`src/rtl/rtc_ts_capture_if.sv`:
```
// Read-side bus of the timestamp capture unit.
//
// The slave side (rtc_ts_capture) presents the FIFO head and status. The
// master side (host or packet logic) drains entries and clears overflow.
//
// Signals:
//   rd_pop   master->slave  pop the head entry, one per cycle while high
//   ovf_clr  master->slave  clear the sticky overflow flag
//   rd_valid slave->master  FIFO non-empty, head is on rd_ns/rd_sec
//   rd_ns    slave->master  head ns: [37:8] integer ns, [7:0] fraction
//   rd_sec   slave->master  head seconds
//   fifo_cnt slave->master  number of stored entries
//   ovf      slave->master  sticky, a capture was dropped on a full FIFO
interface rtc_ts_capture_if #(
    parameter int DEPTH = 4
);
    localparam int CW = $clog2(DEPTH) + 1;

    logic          rd_pop;
    logic          ovf_clr;
    logic          rd_valid;
    logic [37:0]   rd_ns;
    logic [47:0]   rd_sec;
    logic [CW-1:0] fifo_cnt;
    logic          ovf;

    modport master (
        output rd_pop, ovf_clr,
        input  rd_valid, rd_ns, rd_sec, fifo_cnt, ovf
    );

    modport slave (
        input  rd_pop, ovf_clr,
        output rd_valid, rd_ns, rd_sec, fifo_cnt, ovf
    );
endinterface

```
`src/rtl/rtc_ts_capture.sv`:
```
// Timestamp capture unit sitting beside the RTC.
//
// Each rising edge of the asynchronous evt_in (while cap_en is set) samples
// the RTC time of day, subtracts a fixed pipeline compensation in ns (with
// a borrow from the seconds field when needed) and queues the result in a
// small first-word-fall-through FIFO drained through the rd interface.
//
// Ports:
//   clk          clock, same as the RTC
//   rst          asynchronous active-high reset
//   time_reg_ns  RTC ns: [37:8] integer ns, [7:0] fraction
//   time_reg_sec RTC seconds
//   evt_in       asynchronous event, rising edge requests a capture
//   cap_en       synchronous capture enable
//   rd           read-side interface (slave modport)
module rtc_ts_capture #(
    parameter int DEPTH       = 4,
    parameter int SYNC_STAGES = 2,
    parameter int COMP_NS     = 0
) (
    input  logic                   clk,
    input  logic                   rst,
    input  logic [37:0]            time_reg_ns,
    input  logic [47:0]            time_reg_sec,
    input  logic                   evt_in,
    input  logic                   cap_en,
    rtc_ts_capture_if.slave        rd
);
    localparam int          AW      = $clog2(DEPTH);
    localparam int          CW      = AW + 1;
    localparam logic [30:0] COMP    = 31'(COMP_NS);
    localparam logic [30:0] BILLION = 31'd1_000_000_000;

    logic [SYNC_STAGES-1:0] sync;
    logic                   evt_s;
    logic                   evt_d;
    logic                   evt_edge;

    logic                   cap_vld;
    logic [37:0]            cap_ns;
    logic [47:0]            cap_sec;

    logic [30:0]            n_ext;
    logic                   borrow;
    logic [29:0]            ns_adj;
    logic [47:0]            sec_adj;

    logic                   cmp_vld;
    logic [37:0]            cmp_ns;
    logic [47:0]            cmp_sec;

    logic [85:0]            mem [DEPTH];
    logic [AW-1:0]          wr_ptr;
    logic [AW-1:0]          rd_ptr;
    logic [CW-1:0]          cnt;
    logic                   full;
    logic                   do_pop;
    logic                   do_write;
    logic                   drop;
    logic                   ovf;
    logic [85:0]            head;

    assign evt_s    = sync[SYNC_STAGES-1];
    // Edge detection runs regardless of cap_en, so a level that is already
    // high when capture gets enabled never looks like a fresh edge.
    assign evt_edge = evt_s & ~evt_d;

    // Synchronizer chain and edge-detect history.
    always_ff @(posedge clk or posedge rst) begin
        if (rst) begin
            sync  <= '0;
            evt_d <= 1'b0;
        end else begin
            sync  <= {sync[SYNC_STAGES-2:0], evt_in};
            evt_d <= evt_s;
        end
    end

    // Stage A: snapshot the RTC on a qualified edge.
    always_ff @(posedge clk or posedge rst) begin
        if (rst) begin
            cap_vld <= 1'b0;
            cap_ns  <= '0;
            cap_sec <= '0;
        end else begin
            cap_vld <= evt_edge & cap_en;
            if (evt_edge & cap_en) begin
                cap_ns  <= time_reg_ns;
                cap_sec <= time_reg_sec;
            end
        end
    end

    // Compensation arithmetic is done in 31 bits so that n + 1e9 cannot wrap
    // before COMP is subtracted; the result always fits back in 30 bits.
    assign n_ext   = {1'b0, cap_ns[37:8]};
    assign borrow  = n_ext < COMP;
    assign ns_adj  = borrow ? 30'(n_ext + BILLION - COMP) : 30'(n_ext - COMP);
    assign sec_adj = borrow ? cap_sec - 48'd1 : cap_sec;

    // Stage B: register the compensated timestamp.
    always_ff @(posedge clk or posedge rst) begin
        if (rst) begin
            cmp_vld <= 1'b0;
            cmp_ns  <= '0;
            cmp_sec <= '0;
        end else begin
            cmp_vld <= cap_vld;
            if (cap_vld) begin
                cmp_ns  <= {ns_adj, cap_ns[7:0]};
                cmp_sec <= sec_adj;
            end
        end
    end

    // A push on a full FIFO still succeeds if the head leaves the same cycle.
    assign full     = (cnt == CW'(DEPTH));
    assign do_pop   = rd.rd_pop && (cnt != '0);
    assign do_write = cmp_vld && (!full || do_pop);
    assign drop     = cmp_vld && full && !do_pop;

    // FIFO storage; not reset because the head is masked while empty.
    always_ff @(posedge clk) begin
        if (do_write) begin
            mem[wr_ptr] <= {cmp_sec, cmp_ns};
        end
    end

    // Pointers, occupancy and the sticky overflow flag (set beats clear).
    always_ff @(posedge clk or posedge rst) begin
        if (rst) begin
            wr_ptr <= '0;
            rd_ptr <= '0;
            cnt    <= '0;
            ovf    <= 1'b0;
        end else begin
            if (do_write) begin
                wr_ptr <= wr_ptr + AW'(1);
            end
            if (do_pop) begin
                rd_ptr <= rd_ptr + AW'(1);
            end
            if (do_write && !do_pop) begin
                cnt <= cnt + CW'(1);
            end else if (!do_write && do_pop) begin
                cnt <= cnt - CW'(1);
            end
            if (drop) begin
                ovf <= 1'b1;
            end else if (rd.ovf_clr) begin
                ovf <= 1'b0;
            end
        end
    end

    assign head        = mem[rd_ptr];
    assign rd.rd_valid = (cnt != '0);
    assign rd.rd_ns    = rd.rd_valid ? head[37:0]  : '0;
    assign rd.rd_sec   = rd.rd_valid ? head[85:38] : '0;
    assign rd.fifo_cnt = cnt;
    assign rd.ovf      = ovf;

endmodule

```
`src/flat_wrapper.sv`:
```
// flat-port wrapper written by rule: the top's interface ports become plain ports
module rtc_ts_capture_flat 
#(
    parameter int DEPTH       = 4,
    parameter int SYNC_STAGES = 2,
    parameter int COMP_NS     = 0
)
  (clk, rst, time_reg_ns, time_reg_sec, evt_in, cap_en, rd_rd_pop, rd_ovf_clr, rd_rd_valid, rd_rd_ns, rd_rd_sec, rd_fifo_cnt, rd_ovf);
  rtc_ts_capture_if #(.DEPTH(DEPTH)) rd_i ();
  input  logic clk;
  input  logic rst;
  input  logic [37:0] time_reg_ns;
  input  logic [47:0] time_reg_sec;
  input  logic evt_in;
  input  logic cap_en;
  input wire logic [$bits(rd_i.rd_pop)-1:0] rd_rd_pop;
  input wire logic [$bits(rd_i.ovf_clr)-1:0] rd_ovf_clr;
  output wire logic [$bits(rd_i.rd_valid)-1:0] rd_rd_valid;
  output wire logic [$bits(rd_i.rd_ns)-1:0] rd_rd_ns;
  output wire logic [$bits(rd_i.rd_sec)-1:0] rd_rd_sec;
  output wire logic [$bits(rd_i.fifo_cnt)-1:0] rd_fifo_cnt;
  output wire logic [$bits(rd_i.ovf)-1:0] rd_ovf;
  assign rd_i.rd_pop = rd_rd_pop;
  assign rd_i.ovf_clr = rd_ovf_clr;
  assign rd_rd_valid = rd_i.rd_valid;
  assign rd_rd_ns = rd_i.rd_ns;
  assign rd_rd_sec = rd_i.rd_sec;
  assign rd_fifo_cnt = rd_i.fifo_cnt;
  assign rd_ovf = rd_i.ovf;
  rtc_ts_capture #(.DEPTH(DEPTH), .SYNC_STAGES(SYNC_STAGES), .COMP_NS(COMP_NS)) u_core (.clk(clk), .rst(rst), .time_reg_ns(time_reg_ns), .time_reg_sec(time_reg_sec), .evt_in(evt_in), .cap_en(cap_en), .rd(rd_i));
endmodule
```
`config.mk`:
```
export PLATFORM = sky130hd
export DESIGN_NAME = rtc_ts_capture_flat
export DESIGN_NICKNAME = d
export VERILOG_FILES = /design/src/rtl/rtc_ts_capture_if.sv /design/src/rtl/rtc_ts_capture.sv /design/src/flat_wrapper.sv
export SDC_FILE = /design/constraint.sdc
export NUM_CORES = 1
export LEC_CHECK = 0
export BUFFER_PORTS_ARGS = -buffer_cell sky130_fd_sc_hd__buf_2
export CAP_MARGIN = 5
export CORE_ASPECT_RATIO = 1.75
export CORE_MARGIN = 10
export CORE_UTILIZATION = 61
export CTS_CLUSTER_SIZE = 14
export DETAILED_ROUTE_END_ITERATION = 6
export GPL_TIMING_DRIVEN = 0
export PLACE_DENSITY = 0.82
export SLEW_MARGIN = 20
export SYNTH_ARGS = -nofsm -noshare
export SYNTH_HDL_FRONTEND = slang
export SYNTH_SLANG_ARGS = --single-unit
```
`constraint.sdc`:
```
create_clock -name clk -period 9.27 [get_ports clk]
set_input_delay 1.854 -clock clk [delete_from_list [all_inputs] [get_ports clk]]
set_output_delay 1.854 -clock clk [all_outputs]
set_load 0.03 [all_outputs]
```
## Word level (Yosys, flattened, before mapping)

Memories as Yosys holds them, arrays and structs flattened.
Cells that the tools add are included.

| cells by class | value |
|---|---|
| magnitude comparators | 1 |
| multiplexer cells | 10 |
| bitwise operators | 3 |
| add/subtract/negate cells | 6 |
| equal/unequal tests | 1 |
| reductions and logical operators | 13 |

Operator list:

| cell | number |
|---|---|
| 48-bit two-way mux | 2 |
| 48-bit by 1-bit subtractor with 48-bit output, second input constant | 1 |
| 38-bit two-way mux | 1 |
| 30-bit adder, second input constant | 1 |
| 30-bit by 1-bit less-than comparator with 1-bit output, second input constant | 1 |
| 30-bit two-way mux | 1 |
| 1-bit logical AND | 6 |
| 3-bit two-way mux | 2 |
| 2-bit by 1-bit adder with 2-bit output, second input constant | 2 |
| 1-bit two-way mux | 4 |
| 2-bit nonzero test | 2 |
| 3-bit by 1-bit adder with 3-bit output, second input constant | 1 |
| 3-bit equality test, second input constant | 1 |
| 1-bit zero test | 3 |
| 3-bit nonzero test | 1 |
| 3-bit by 1-bit subtractor with 3-bit output, second input constant | 1 |
| 1-bit AND | 2 |
| 1-bit logical OR | 1 |
| 1-bit inverter | 1 |

| word-level totals | value |
|---|---|
| output and inout bits | 91 |
| register bits | 185 |
| word-level logic and storage cells | 47 |
| RAM bits | 344 |
| memories kept | 1 |

Memories:

| memory | depth | width | rd ports | clocked after memory_dff | wr ports | line | RTL |
|---|---|---|---|---|---|---|---|
| u_core.mem | 4 | 86 | 1 | 0 | 1 | rtc_ts_capture.sv:52 | `logic [85:0] mem [DEPTH];` |

## Logic depth before layout (Yosys ltp)

| logic depth | value |
|---|---|
| word-level depth | 8 |
| depth in mapped cells | 10 |
| gate-level depth less buffers | 8 |

## Worst setup path before layout

Ideal clock, no wire load.

| path | value |
|---|---|
| path type | input to register |
| from | input port rd_rd_pop |
| to | memory u_core.mem[0][0], enable pin |
| data required time | 8.816 ns |
| cell stages on the path | 4 |
| setup time | 0.454 ns |
| arrival | 4.277 ns |
| setup slack | 4.539 ns |
| cells stage by stage | nor4b_1 > nor2b_1 > clkbuf_1 > and2_1 |

| on the way | value |
|---|---|
| cells in the longest elaborated chain, start to end | 5 |

Ends and longest elaborated chain:

| what | line | RTL |
|---|---|---|
| start: declaration | flat_wrapper.sv:16 | `input wire logic [$bits(rd_i.rd_pop)-1:0] rd_rd_pop;` |
| 1-bit logical AND | rtc_ts_capture.sv:118 | `assign do_pop = rd.rd_pop && (cnt != '0);` |
| 1-bit logical OR | rtc_ts_capture.sv:119 | `assign do_write = cmp_vld && (!full \|\| do_pop);` |
| 1-bit logical AND | rtc_ts_capture.sv:119 |  |
| via u_core.do_write | rtc_ts_capture.sv:58 | `logic do_write;` |
| 1-bit two-way mux | rtc_ts_capture.sv:124 | `if (do_write) begin` |
| 1-bit two-way mux (implied by the code) | rtc_ts_capture.sv:125 | `mem[wr_ptr] <= {cmp_sec, cmp_ns};` |
| end: declaration | rtc_ts_capture.sv:52 |  |

The timed path passes the listed nets, and every way through them passes these cells.

## Worst setup path after layout

| path | value |
|---|---|
| from | register u_core.cnt[0], in the netlist u_core.rd.fifo_cnt[0] |
| to | output port rd_rd_ns[22] |

| on the way | value |
|---|---|
| cells in the longest elaborated chain, start to end | 2 |

Ends and longest elaborated chain:

| what | line | RTL |
|---|---|---|
| start: declaration | rtc_ts_capture.sv:55 | `logic [CW-1:0] cnt;` |
| start signal: assignment | rtc_ts_capture.sv:144 | `cnt <= cnt + CW'(1);` |
| start signal: assignment | rtc_ts_capture.sv:146 | `cnt <= cnt - CW'(1);` |
| 3-bit nonzero test | rtc_ts_capture.sv:157 | `assign rd.rd_valid = (cnt != '0);` |
| 38-bit two-way mux | rtc_ts_capture.sv:158 | `assign rd.rd_ns = rd.rd_valid ? head[37:0] : '0;` |
| end: declaration | flat_wrapper.sv:19 | `output wire logic [$bits(rd_i.rd_ns)-1:0] rd_rd_ns;` |

Every way passes these cells.

==> flow_metrics.env <==
export IMPL_netlist_instances=956
export IMPL_synthFlopType="edfxtp_1"
export IMPL_grt_max_degree=98
export IMPL_ff2ff_path_depth=10
export IMPL_maxCapViolCount=0
export IMPL_finalHoldViolations=0
export IMPL_die_y_um=259
export IMPL_std_cell_rows=87
export IMPL_cts_buffer_depth=3
export IMPL_cellLeakagePower_nw=8.60
export IMPL_num_vias=9333
export IMPL_power_internal_mw=4.90
export IMPL_cts_buffers_inserted=46
export IMPL_core_area_um2=32200
export IMPL_dieArea_um2=40500
export IMPL_htree_levels=2
export IMPL_worstPathArrival_ns=2.73
export IMPL_grt_pass1_wl_um=59500
export IMPL_critical_path_class="flop to primary output"
export IMPL_synth_area_um2=19900
export IMPL_crit_fanout=10
export IMPL_post_drt_wl_per_cell_um=23.6
export IMPL_report_final_slew_viol_count=0
export IMPL_synth_compound_area_share_pct=0.0252
export IMPL_p_seq_share_pct=44.2
export IMPL_p_sw_share_pct=31.6
export IMPL_start_util_pct=61.8
export IMPL_synthMuxAreaShare_pct=19.6
export IMPL_synth_top_area_share_pct=51.9
export IMPL_crit_start="u_core.rd.fifo_cnt[0]"
export IMPL_tritoncts="built"
export IMPL_syn_area_per_cell_um2=20.8
export IMPL_finClkSkew_ns=0.0163
export IMPL_cp_num_buf_inv=4
export IMPL_drc_errors=0
export IMPL_first_iter_violations=512
export IMPL_worstMarginPinSlew_ns=0.741
export IMPL_crit_slowest_cell="dfrtp_1"
export IMPL_dp_worst_setup_slack_ns=5.25
export IMPL_relSlewSlack_pct=50.6
export IMPL_synth_common_cells="edfxtp_1 (344), dfrtp_1 (185), mux2_2 (173), and2_1 (90), mux4_2 (86)"
export IMPL_yosysMostFrequentCell="edfxtp_1"
export IMPL_syn_nets=1054
export IMPL_synth_top_cell_by_area="edfxtp_1"
export IMPL_setup_viol=0
export IMPL_synthTopCellsByArea="edfxtp_1 (52%), dfrtp_1 (23%), mux2_2 (9.8%), mux4_2 (9.7%), and2_1 (2.8%)"
export IMPL_cp_depth=6
export IMPL_finalWirelength_um=38500
export IMPL_yosys_area_share_simple_pct=3.06
export IMPL_ys_warn_count=0
export IMPL_crit_path_cell_trace="or3_1 -> buf_2 -> clkbuf_1 -> clkbuf_1 -> and2_1 -> buf_2"
export IMPL_holdCritPathClass="flop to flop"
export IMPL_ys_types=26
export IMPL_synthArstFlopShare_pct=35.0
export IMPL_synth_top_family_by_area="multiplexers"
export IMPL_diodes=0
export IMPL_hold_buffers=0
export IMPL_endpoint_kind="primary output"
export IMPL_grt_overflow_total=0
export IMPL_r2r_end="u_core.rd.fifo_cnt[2]"
export IMPL_die_w_um=157
export IMPL_io_buffers=182
export IMPL_grt_usage_pct=19.5
export IMPL_drtAntennaViolNets=0
export IMPL_clock_latency_ns=0.56
export IMPL_fmax_ghz=0.218
export IMPL_power_density_nw_per_um2=312
export IMPL_critPathLaunchType="flop"
export IMPL_crit_family="buffers and inverters"
export IMPL_ctsRootBufferMaster="clkbuf_16"
export IMPL_layout_nets=1293
export IMPL_antenna_found_initial=0
export IMPL_postCtsSetupBuffers=0
export IMPL_worst_slack_ns=4.69
export IMPL_fin_setup_tns_ns=0
export IMPL_synth_xor_area_share_pct=0.264
export IMPL_dp_cells=1547
export IMPL_cts_resized=0
export IMPL_drt_first_pass_iters=5
export IMPL_viasPerCell=5.72
export IMPL_syn_to_final_growth_pct=15.4
export IMPL_pin_count=183
export IMPL_ff2ff_setup_slack_ns=6.45
export IMPL_p_comb_share_pct=30.1
export IMPL_path_clk_slew_ns=0.06
export IMPL_rsz0062_at_grt="no"
export IMPL_endpoint="rd_rd_ns[22]"
export IMPL_drive_gt1_share_pct=44.5
export IMPL_power_switching_mw=2.26
export IMPL_place_congestion=0.785
export IMPL_ys_ff_latch=529
export IMPL_outcome="completed"
export IMPL_cts_num_sinks=529
export IMPL_ys_seq_area_share_pct=75.2
export IMPL_grt_pass1_vias=10400
export IMPL_period_needed_ns=4.58
export IMPL_hp_start="u_core.sync[0]"
export IMPL_r2r_start="u_core.rd.fifo_cnt[0]"
export IMPL_crit_required_ns=7.42
export IMPL_max_stage_delay_ns=0.45
export IMPL_dp_final_hpwl_um=25000
export IMPL_final_instance_count_excl_fill=1631
export IMPL_yosys_area_share_adder_pct=0.415
export IMPL_clockPowerShare_pct=25.7
export IMPL_synth_edff_count=344
export IMPL_fin_crit_sh_pct=49.4
export IMPL_ir_drop_uv=272
==> flip-flops by register name, summed over array words and instances (netlist names) <==
name and flops:
u_core.cap_vld 1, u_core.cmp_vld 1, u_core.cap_ns 38, u_core.cap_sec 48, u_core.rd_ptr 2, u_core.cmp_sec 48, u_core.wr_ptr 2, u_core.cmp_ns 38
u_core.rd.ovf 1, u_core.evt_d 1, u_core.mem 344, u_core.sync 2, u_core.rd.fifo_cnt 3
==> placed cells by master, fill, tap and decap left out, types with 2 or more instances in the layout <==
cell type	synthesis	layout
dfrtp_1	185	185
ha_1	5	5
clkinv_2	0	2
buf_2	29	211
buf_6	2	2
mux4_2	86	86
and2_4	0	4
buf_12	1	8
inv_1	6	5
and2_1	90	86
xnor2_1	4	4
clkbuf_16	0	47
mux2_2	173	173
clkbuf_1	15	37
clkinv_1	0	3
clkbuf_8	0	7
edfxtp_1	344	344
xor2_1	2	2
buf_16	0	2
bufinv_16	0	2
nand2_1	2	2
==> logic make-up after synthesis <==
logic type                 count (synthesis)
xor gates and xnor gates                   6
buffers and inverters                     56
AOI/OAI and AO/OA                          1
DFF                                      529
adders and majority gates                  6
muxes                                    260
and+or+nand+nor                           98
==> worst min-delay path by stage <==
stage | to | cells past startpoint
5_1_grt | u_core.sync[1] | 0
2_1_floorplan | u_core.sync[1] | 0
4_1_cts | u_core.sync[1] | 0
6_report | u_core.sync[1] | 0
3_3_place_gp | u_core.sync[1] | 0
3_5_place_dp | u_core.sync[1] | 0
==> worst register-to-register path, stage by stage, from the launching register on <==
cell	delay, ns
dfrtp_1	0.44
or3_1	0.40
buf_2	0.24
clkbuf_1	0.28
nand2_1	0.23
ha_1	0.23
inv_1	0.07
fa_1	0.39
xor2_1	0.16
nor2_1	0.14
xor2_1	0.16
==> routing by layer <==
metal,part of all wire (%),global-route usage (%)
met5,0,0
met4,4.3,9.39
met3,4.9,3.05
met2,56,35.6
met1,35,21.5
==> through the flow <==
stage	area (um2)	total power [mW]	hold WS, ns	utilization (%)
2_1_floorplan	19900	4.73	0.331	-
3_3_place_gp	21300	5.33	0.336	66.1
3_5_place_dp	21500	5.40	0.346	66.8
4_1_cts	23000	7.25	0.365	71.3
5_1_grt	23000	7.48	0.378	71.3
6_report	23000	7.16	0.362	71.3
==> cell type report <==
type	count	area, um2
Multi-Input combinational cell	371	4650
Tap cell	400	500
Fill cell	1960	9260
Sequential cell	529	15000
Inverter	6	30.0
Clock buffer	76	1360
Clock inverter	8	90.1
Buffer	50	270
Timing Repair Buffer	191	1110
==> power groups by stage <==
stage | logic (mW) | clock network [mW] | registers, mW
4_1_cts | 2.21 | 1.87 | 3.17
5_1_grt | 2.30 | 1.97 | 3.21
2_1_floorplan | 1.57 | 0 | 3.16
3_5_place_dp | 2.19 | 0 | 3.21
3_3_place_gp | 2.14 | 0 | 3.18
6_report | 2.15 | 1.84 | 3.17
No activity file was read; power rests on OpenSTA's default activity.
